### src/rtl/add_sub_defs.sv
// Shared encodings for the sequential adder/subtractor.
package add_sub_defs;

  typedef enum logic [1:0] {
    OP_ADD = 2'b00,
    OP_SUB = 2'b01,
    OP_ADC = 2'b10,
    OP_SBB = 2'b11
  } op_e;

  typedef enum logic [1:0] {
    S_IDLE = 2'b00,
    S_RUN  = 2'b01,
    S_DONE = 2'b10
  } state_e;

endpackage

### src/rtl/add_sub_chunk.sv
// CHUNK-bit combinational ripple slice; also exposes the carry into its MSB
// so the caller can derive signed overflow on the top slice.
module add_sub_chunk #(
  parameter int unsigned CHUNK = 4
) (
  input  logic [CHUNK-1:0] a,
  input  logic [CHUNK-1:0] y,
  input  logic             ci,
  output logic [CHUNK-1:0] s,
  output logic             co,
  output logic             c_msb_in
);

  logic [CHUNK:0] c;

  assign c[0] = ci;

  for (genvar i = 0; i < CHUNK; i++) begin : g_bit
    fa u_fa (
      .a  (a[i]),
      .b  (y[i]),
      .ci (c[i]),
      .s  (s[i]),
      .co (c[i+1])
    );
  end

  assign co       = c[CHUNK];
  assign c_msb_in = c[CHUNK-1];

endmodule

### src/rtl/fa.sv
// Single-bit full adder cell.
module fa (
  input  logic a,
  input  logic b,
  input  logic ci,
  output logic s,
  output logic co
);

  // Sum and majority carry.
  always_comb begin
    s  = a ^ b ^ ci;
    co = (a & b) | (a & ci) | (b & ci);
  end

endmodule

### src/rtl/add_sub_seq.sv
// Multi-cycle adder/subtractor: one CHUNK-bit slice per clock through a
// registered carry, with optional signed saturation and C/V/Z/N flags.
module add_sub_seq
  import add_sub_defs::*;
#(
  parameter int unsigned WIDTH = 16,
  parameter int unsigned CHUNK = 4
) (
  input  logic             clk,
  input  logic             rst_n,
  input  logic             in_valid,
  output logic             in_ready,
  input  logic [1:0]       op,
  input  logic             cin,
  input  logic             sat,
  input  logic [WIDTH-1:0] a,
  input  logic [WIDTH-1:0] b,
  output logic             out_valid,
  input  logic             out_ready,
  output logic [WIDTH-1:0] result,
  output logic             c_flag,
  output logic             v_flag,
  output logic             z_flag,
  output logic             n_flag
);

  localparam int unsigned NCHUNK = WIDTH / CHUNK;
  localparam int unsigned IDXW   = (NCHUNK > 1) ? $clog2(NCHUNK) : 1;
  localparam logic [CHUNK-1:0] CHUNK_MASK = {CHUNK{1'b1}};
  localparam logic [WIDTH-1:0] SAT_POS = {1'b0, {(WIDTH-1){1'b1}}};
  localparam logic [WIDTH-1:0] SAT_NEG = {1'b1, {(WIDTH-1){1'b0}}};

  // Reject parameter sets that cannot be sliced evenly.
  if (WIDTH < 2 || CHUNK < 1 || CHUNK > WIDTH || (WIDTH % CHUNK) != 0) begin : g_param_check
    $error("add_sub_seq: illegal WIDTH/CHUNK combination");
  end

  state_e            state_q;
  logic [IDXW-1:0]   idx_q;
  logic [WIDTH-1:0]  a_q;
  logic [WIDTH-1:0]  y_q;
  logic              sat_q;
  logic              carry_q;
  logic [WIDTH-1:0]  result_q;
  logic              c_q, v_q, z_q, n_q;
  logic              out_valid_q;

  logic [CHUNK-1:0]  slice_a, slice_y, slice_s;
  logic              slice_co, slice_c_msb;
  logic [WIDTH-1:0]  sum_d;
  logic [WIDTH-1:0]  final_d;
  logic              v_d;
  logic              last_d;
  op_e               op_w;
  int unsigned       sh;

  assign op_w = op_e'(op);

  add_sub_chunk #(.CHUNK(CHUNK)) u_chunk (
    .a        (slice_a),
    .y        (slice_y),
    .ci       (carry_q),
    .s        (slice_s),
    .co       (slice_co),
    .c_msb_in (slice_c_msb)
  );

  // Select the active slice and merge its sum into the running result.
  always_comb begin
    sh      = 32'(idx_q) * CHUNK;
    slice_a = CHUNK'(a_q >> sh);
    slice_y = CHUNK'(y_q >> sh);
    sum_d   = (result_q & ~(WIDTH'(CHUNK_MASK) << sh)) | (WIDTH'(slice_s) << sh);
    last_d  = (idx_q == IDXW'(NCHUNK - 1));
    // Carry into vs. out of the MSB differ exactly on signed overflow.
    v_d     = slice_co ^ slice_c_msb;
    final_d = sum_d;
    if (sat_q && v_d) begin
      final_d = sum_d[WIDTH-1] ? SAT_POS : SAT_NEG;
    end
  end

  // Control FSM with operand latches, slice accumulation and flag registers.
  always_ff @(posedge clk or negedge rst_n) begin
    if (!rst_n) begin
      state_q     <= S_IDLE;
      idx_q       <= '0;
      a_q         <= '0;
      y_q         <= '0;
      sat_q       <= 1'b0;
      carry_q     <= 1'b0;
      result_q    <= '0;
      c_q         <= 1'b0;
      v_q         <= 1'b0;
      z_q         <= 1'b0;
      n_q         <= 1'b0;
      out_valid_q <= 1'b0;
    end else begin
      case (state_q)
        S_IDLE: begin
          if (in_valid) begin
            a_q     <= a;
            y_q     <= b ^ {WIDTH{op[0]}};
            sat_q   <= sat;
            carry_q <= (op_w == OP_ADC || op_w == OP_SBB) ? cin : op[0];
            idx_q   <= '0;
            state_q <= S_RUN;
          end
        end
        S_RUN: begin
          carry_q  <= slice_co;
          idx_q    <= idx_q + IDXW'(1);
          result_q <= sum_d;
          if (last_d) begin
            result_q    <= final_d;
            c_q         <= slice_co;
            v_q         <= v_d;
            z_q         <= (final_d == '0);
            n_q         <= final_d[WIDTH-1];
            out_valid_q <= 1'b1;
            state_q     <= S_DONE;
          end
        end
        S_DONE: begin
          if (out_ready) begin
            out_valid_q <= 1'b0;
            state_q     <= S_IDLE;
          end
        end
        default: state_q <= S_IDLE;
      endcase
    end
  end

  assign in_ready  = (state_q == S_IDLE);
  assign out_valid = out_valid_q;
  assign result    = result_q;
  assign c_flag    = c_q;
  assign v_flag    = v_q;
  assign z_flag    = z_q;
  assign n_flag    = n_q;

endmodule
### config.mk
export PLATFORM = sky130hd
export DESIGN_NAME = add_sub_seq
export DESIGN_NICKNAME = d
export VERILOG_FILES = /design/src/rtl/add_sub_defs.sv /design/src/rtl/add_sub_chunk.sv /design/src/rtl/fa.sv /design/src/rtl/add_sub_seq.sv
export SDC_FILE = /design/constraint.sdc
export NUM_CORES = 1
export LEC_CHECK = 0
export ABC_AREA = 1
export CAP_MARGIN = 30
export CORE_ASPECT_RATIO = 0.8
export CORE_MARGIN = 2
export CORE_UTILIZATION = 56
export DETAILED_ROUTE_END_ITERATION = 6
export PLACE_DENSITY = 0.87
export SLEW_MARGIN = 20
export SYNTH_ARGS = -nofsm -noshare
export SYNTH_HDL_FRONTEND = slang
export SYNTH_SLANG_ARGS = --single-unit
### constraint.sdc
create_clock -name clk -period 5.9 [get_ports clk]
set_input_delay 1.18 -clock clk [delete_from_list [all_inputs] [get_ports clk]]
set_output_delay 1.18 -clock clk [all_outputs]
set_load 0.05 [all_outputs]
# --- Yosys cells after proc, flatten, opt, wreduce, memory -nomap -nowiden ---
# Index checks and enable logic that the tools add are counted.
totals:
  register_bits: 59
op_classes:
  bitwise_logic: 33
  reduce_logical: 11
  add_sub_neg: 1
  muxes: 15
  shift: 4
  n_eq_ne: 8
op_table:
  columns: ["operator", "count"]
  rows:
  - ["2-to-1 mux 16 bit", 3]
  - [">> shifter 16 x 4 -> 4 bit", 2]
  - ["AND 16 bit", 1]
  - ["zero test 16 bit", 1]
  - ["inverter 16 bit", 1]
  - ["bitwise OR 16 bit", 1]
  - ["left shift 4 x 4 -> 16 bit", 1]
  - ["left shift 4 x 4 -> 16 bit, first input constant", 1]
  - ["bitwise XOR 16 bit", 1]
  - ["AND 1 bit", 12]
  - ["bitwise XOR 1 bit", 9]
  - ["equality test 2 bit, second input constant", 4]
  - ["2-to-1 mux 2 bit", 4]
  - ["bitwise OR 1 bit", 8]
  - ["inequality test 2 bit, second input constant", 3]
  - ["case mux 2 bit (3 select lines)", 1]
  - ["AND reduction 2 bit", 3]
  - ["AND reduction 3 bit", 2]
  - ["2-to-1 mux 1 bit", 4]
  - ["case mux 1 bit (2 select lines)", 2]
  - ["case mux 2 bit (2 select lines)", 1]
  - ["nonzero test 2 bit", 2]
  - ["adder 2 x 1 -> 2 bit, second input constant", 1]
  - ["equality test 2 x 1 -> 1 bit, second input constant", 1]
  - ["3 further kinds", 3]

# --- Depth between registers and ports, before layout ---
depth:
  word_depth: 17
  depth_mapped: 21

# --- Cells and area by module ---
# A second synthesis with hierarchy kept.
hier_totals:
  cells_unflattened: 428
  area_unflattened_um2: 3355.7
by_module_without_submodules:
  columns: ["module", "seq_area_each_um2", "area_each_um2", "cells_per_inst", "n_inst"]
  rows:
  - ["add_sub_seq", 1476.4, 3275.6, 424, 1]
  - ["fa", 0.0, 20.0, 1, 4]

# --- Least setup slack after synthesis ---
# Ideal clock, no wire load.
synth_timing:
  kind: "reg2reg"
  from: "reg idx_q[0]"
  to: "reg result_q[14] (netlist: result[14])"
  t_arrival_ns: 3.294
  t_required_ns: 5.777
  path_buffers: 4
  path_slack_ns: 2.483
  period_less_slack_ns: 3.417
  stages_incl_launch_ff: 20
  cell_sequence: "dfrtp_1 > buf_6 > inv_2 > buf_6 > buf_2 > nor2_1 > o22ai_1 > fa_1 > inv_1 > fa_1 > fa_1 > inv_1 > fa_1 > nand3_1 > nand2_1 > nand2_2 > buf_6 > nand3_1 > o31ai_1 > inv_1"
synth_between:
  elab_chain_len: 17
synth_lines:
  columns: ["element", "line_no", "source"]
  rows:
  - ["start: declaration", "add_sub_seq.sv:39", "logic [IDXW-1:0] idx_q;"]
  - ["start signal: assignment", "add_sub_seq.sv:112", "idx_q <= idx_q + IDXW'(1);"]
  - ["branches (longest 16 deep; another with >> shifter 16 x 4 -> 4 bit)", null, null]
  - ["2-to-1 mux 16 bit *", "add_sub_seq.sv:114", "if (last_d) begin"]
  - ["end signal: assignment", "add_sub_seq.sv:113", "result_q <= sum_d;"]
  - ["end signal: assignment", "add_sub_seq.sv:115", "result_q <= final_d;"]
  - ["end: declaration", "add_sub_seq.sv:44", "logic [WIDTH-1:0] result_q;"]
# Mark *: on every way between the ends.
# A chain may end at the register's enable or synchronous reset.

# --- Worst setup path in the final report ---
layout_timing:
  from: "reg idx_q[1]"
  to: "reg result_q[1] (netlist: result[1])"
# Same word-level chain as after synthesis.

==> impl_metrics.yaml <==
min_path:
  min_from: "out_valid"
  hold_class: "flop to flop"
  worstHoldPathCells: 2
  hold_path_end: "out_valid"
clock_network:
  cts_tree: "done"
  cts_root_buf: "clkbuf_8"
  post-cts-setup-buffers: 0
  holdBufCountCts: 0
  h-tree-depth: 3
  cts.repair.resized: 0
  clkTransAtPathRegs_ns: 0.06
  numCtsBuffers: 9
  clock-sinks: 59
  clk_path_buf_depth: 2
  clk_latency_ns: 0.35
grt:
  grt_remaining_overflow: 0
  grt_pass1_vias: 2846
  grt_pass1_wl_um: 13500
  grt_max_degree: 60
  antenna_found_initial: 0
  grt_usage_pct: 26.2
layout:
  syn_to_final_growth_pct: 23.4
  drive_above_1_share_pct: 5.91
  num_antenna_cells: 0
  fin_nets: 534
  fill_cells: 503
place:
  portBuffers: 61
  dp_hpwl_um: 5620
  place_congestion: 0.865
synthesis:
  synth_top_cell_area_share_pct: 44.6
  syn_inst: 433
  ys_ff_latch: 59
  yosysMostFrequentCell: "nand2_1"
  synth_area_um2: 3310
  yosysSeqAreaShare_pct: 44.6
  syn_area_per_cell_um2: 7.64
  ys.flop_type: "dfrtp_1"
  yosys-top-cells-count: "186 x nand2_1, 59 x dfrtp_1, 37 x o21ai_0"
  synthesis.nets: 481
  synth_top_area_cell: "dfrtp_1"
  synthArstFlopShare_pct: 100
  synth_cell_types: 30
  ys_warn_count: 0
  synth-edff-count: 0
  yosys-top-cells-area: "dfrtp_1 45%, nand2_1 21%, o21ai_0 5.6%, xnor2_1 4.2%, nand3_1 4.1%"
timing:
  tns_ns: 0
  finClkSkew_ns: 0.00705
  fmax_mhz: 253
  relSlewSlack_pct: 43.2
  min_period_ns: 3.96
  period_share_pct: 67.1
  worst_pin_slew_ns: 0.850
  slew_violations: 0
  setup_viol: 0
  hold_viol: 0
  rsz0062_at_grt: "false"
route:
  ant_nets: 0
  wire_per_inst_um: 13.9
  wl_um: 7950
  vias: 3024
  drt-initial-drc-count: 260
  firstDrtPassIters: 4
  via_per_inst: 5.29
  drc: 0
setup_path:
  path_delay_family: "adder cells"
  startpoint: "idx_q[1]"
  ff2ff_path_depth: 15
  slowest_stage: "dfrtp_1"
  startpoint_type: "flop"
  worstSetupPathType: "flop to flop"
  rrSetupSlack_ns: 1.94
  critPathMaxStageDelay_ns: 0.56
  endpoint_kind: "flop"
  crit_path_cell_trace: "inv_2, o21ai_0, o22ai_1, fa_1, inv_1, fa_1, fa_1, inv_1, fa_1, nand3_1, nand2_1, nand2_2, o21ai_0, nand2_1, o221ai_1"
  crit_required_ns: 6.11
  reg2reg_to: "result[1]"
  cp.arrival_ns: 4.17
  crit_fanout: 23
  cp.depth: 15
  crit_buf_inv: 3
  worstReg2RegStart: "idx_q[1]"
  worst_path_most_repeated_cell: "fa_1"
floorplanning:
  ios: 62
  die_area_um2: 6540
  initial_utilization_pct: 56.8
  die_x_um: 89.9
  core_um2: 5820
  die_h_um: 72.7
  rows: 25
job:
  maxCapViolCount: 0
status:
  outcome: "complete, no violations"
## worst max path at each step
stage | endpoint
after floorplan | result[14]
after global placement | result[1]
after detailed placement | result[1]
after CTS | result[1]
after global routing | result[6]
final | result[1]
## cell type report
cell class / instances / area, um2 / area share, %
Clock buffer: 12 / 155 / 3.80
Clock inverter: 4 / 25.0 / 0.613
Inverter: 27 / 101 / 2.48
Multi-Input combinational cell: 325 / 1590 / 39.0
Sequential cell: 59 / 1480 / 36.2
Tap cell: 81 / 101 / 2.48
Timing Repair Buffer: 64 / 628 / 15.4
## worst reg2reg max path, cell delays in order (launching register included)
cell and delay (ns):
dfrtp_1 0.56, inv_2 0.38, o21ai_0 0.18, o22ai_1 0.21, fa_1 0.22, inv_1 0.06
fa_1 0.38, fa_1 0.39, inv_1 0.11, fa_1 0.48, nand3_1 0.13, nand2_1 0.13
nand2_2 0.28, o21ai_0 0.14, nand2_1 0.08, o221ai_1 0.10
## per-stage QoR
step	setup slack [ns]	area [um2]	instances	hold slack [ns]	utilization (%)
floorplan	2.48	3310	433	0.444	-
global placement	2.22	3900	556	0.459	67.0
detailed placement	2.03	3900	556	0.462	67.0
CTS	1.99	4080	572	0.478	70.1
global route	1.62	4080	572	0.518	70.1
finish	1.94	4080	572	0.473	70.1
## registers in the layout (all words and copies together), names as in the netlist
name	count
state_q	2
result	16
z_flag	1
y_q	16
carry_q	1
n_flag	1
v_flag	1
idx_q	2
sat_q	1
a_q	16
c_flag	1
out_valid	1
## logic make-up (layout without fill, tap and decap cells)
group | count (synthesis) | in the layout | synth area share [%]
AND/OR/NAND/NOR | 240 | 240 | 29.1
buffers and inverters | 49 | 107 | 7.19
adder cells (fa/ha/maj) | 8 | 8 | 3.94
XOR/XNOR | 16 | 16 | 4.24
AO/OA/AOI/OAI | 61 | 61 | 10.9
flip-flops | 59 | 59 | 44.6
## routing by layer
| layer | global-route usage [%] | share of wire [%] | up-vias |
|---|---|---|---|
| met4 | 7.86 | 0.96 | 0 |
| met2 | 42.3 | 47 | 117 |
| met5 | 0 | 0 | - |
| met3 | 6.51 | 6.4 | 10 |
| li1 | - | - | 1487 |
| met1 | 35.7 | 46 | 1410 |
## cells in the final DEF (no fill, tap or decap)
cell / count
inv_2: 6
a31oi_1: 1
clkinv_2: 2
clkinvlp_4: 2
o21ai_1: 1
a21oi_1: 4
o21ai_0: 37
a22oi_1: 3
o211ai_1: 1
nand3_4: 1
nand3_2: 1
clkbuf_8: 11
nand3_1: 27
buf_4: 3
nand2_2: 1
nand2_1: 186
o31ai_1: 2
inv_1: 21
xnor2_1: 16
a21oi_2: 1
clkbuf_1: 1
nand3b_1: 1
clkdlybuf4s50_1: 60
buf_2: 1
nor2_1: 23
o22ai_1: 4
dfrtp_1: 59
fa_1: 4
ha_1: 4
o221ai_1: 2
a22o_1: 1
a32o_1: 4
Power is not shown: default switching activity piles up to over one toggle a cycle in this logic, so the estimate is an artifact.
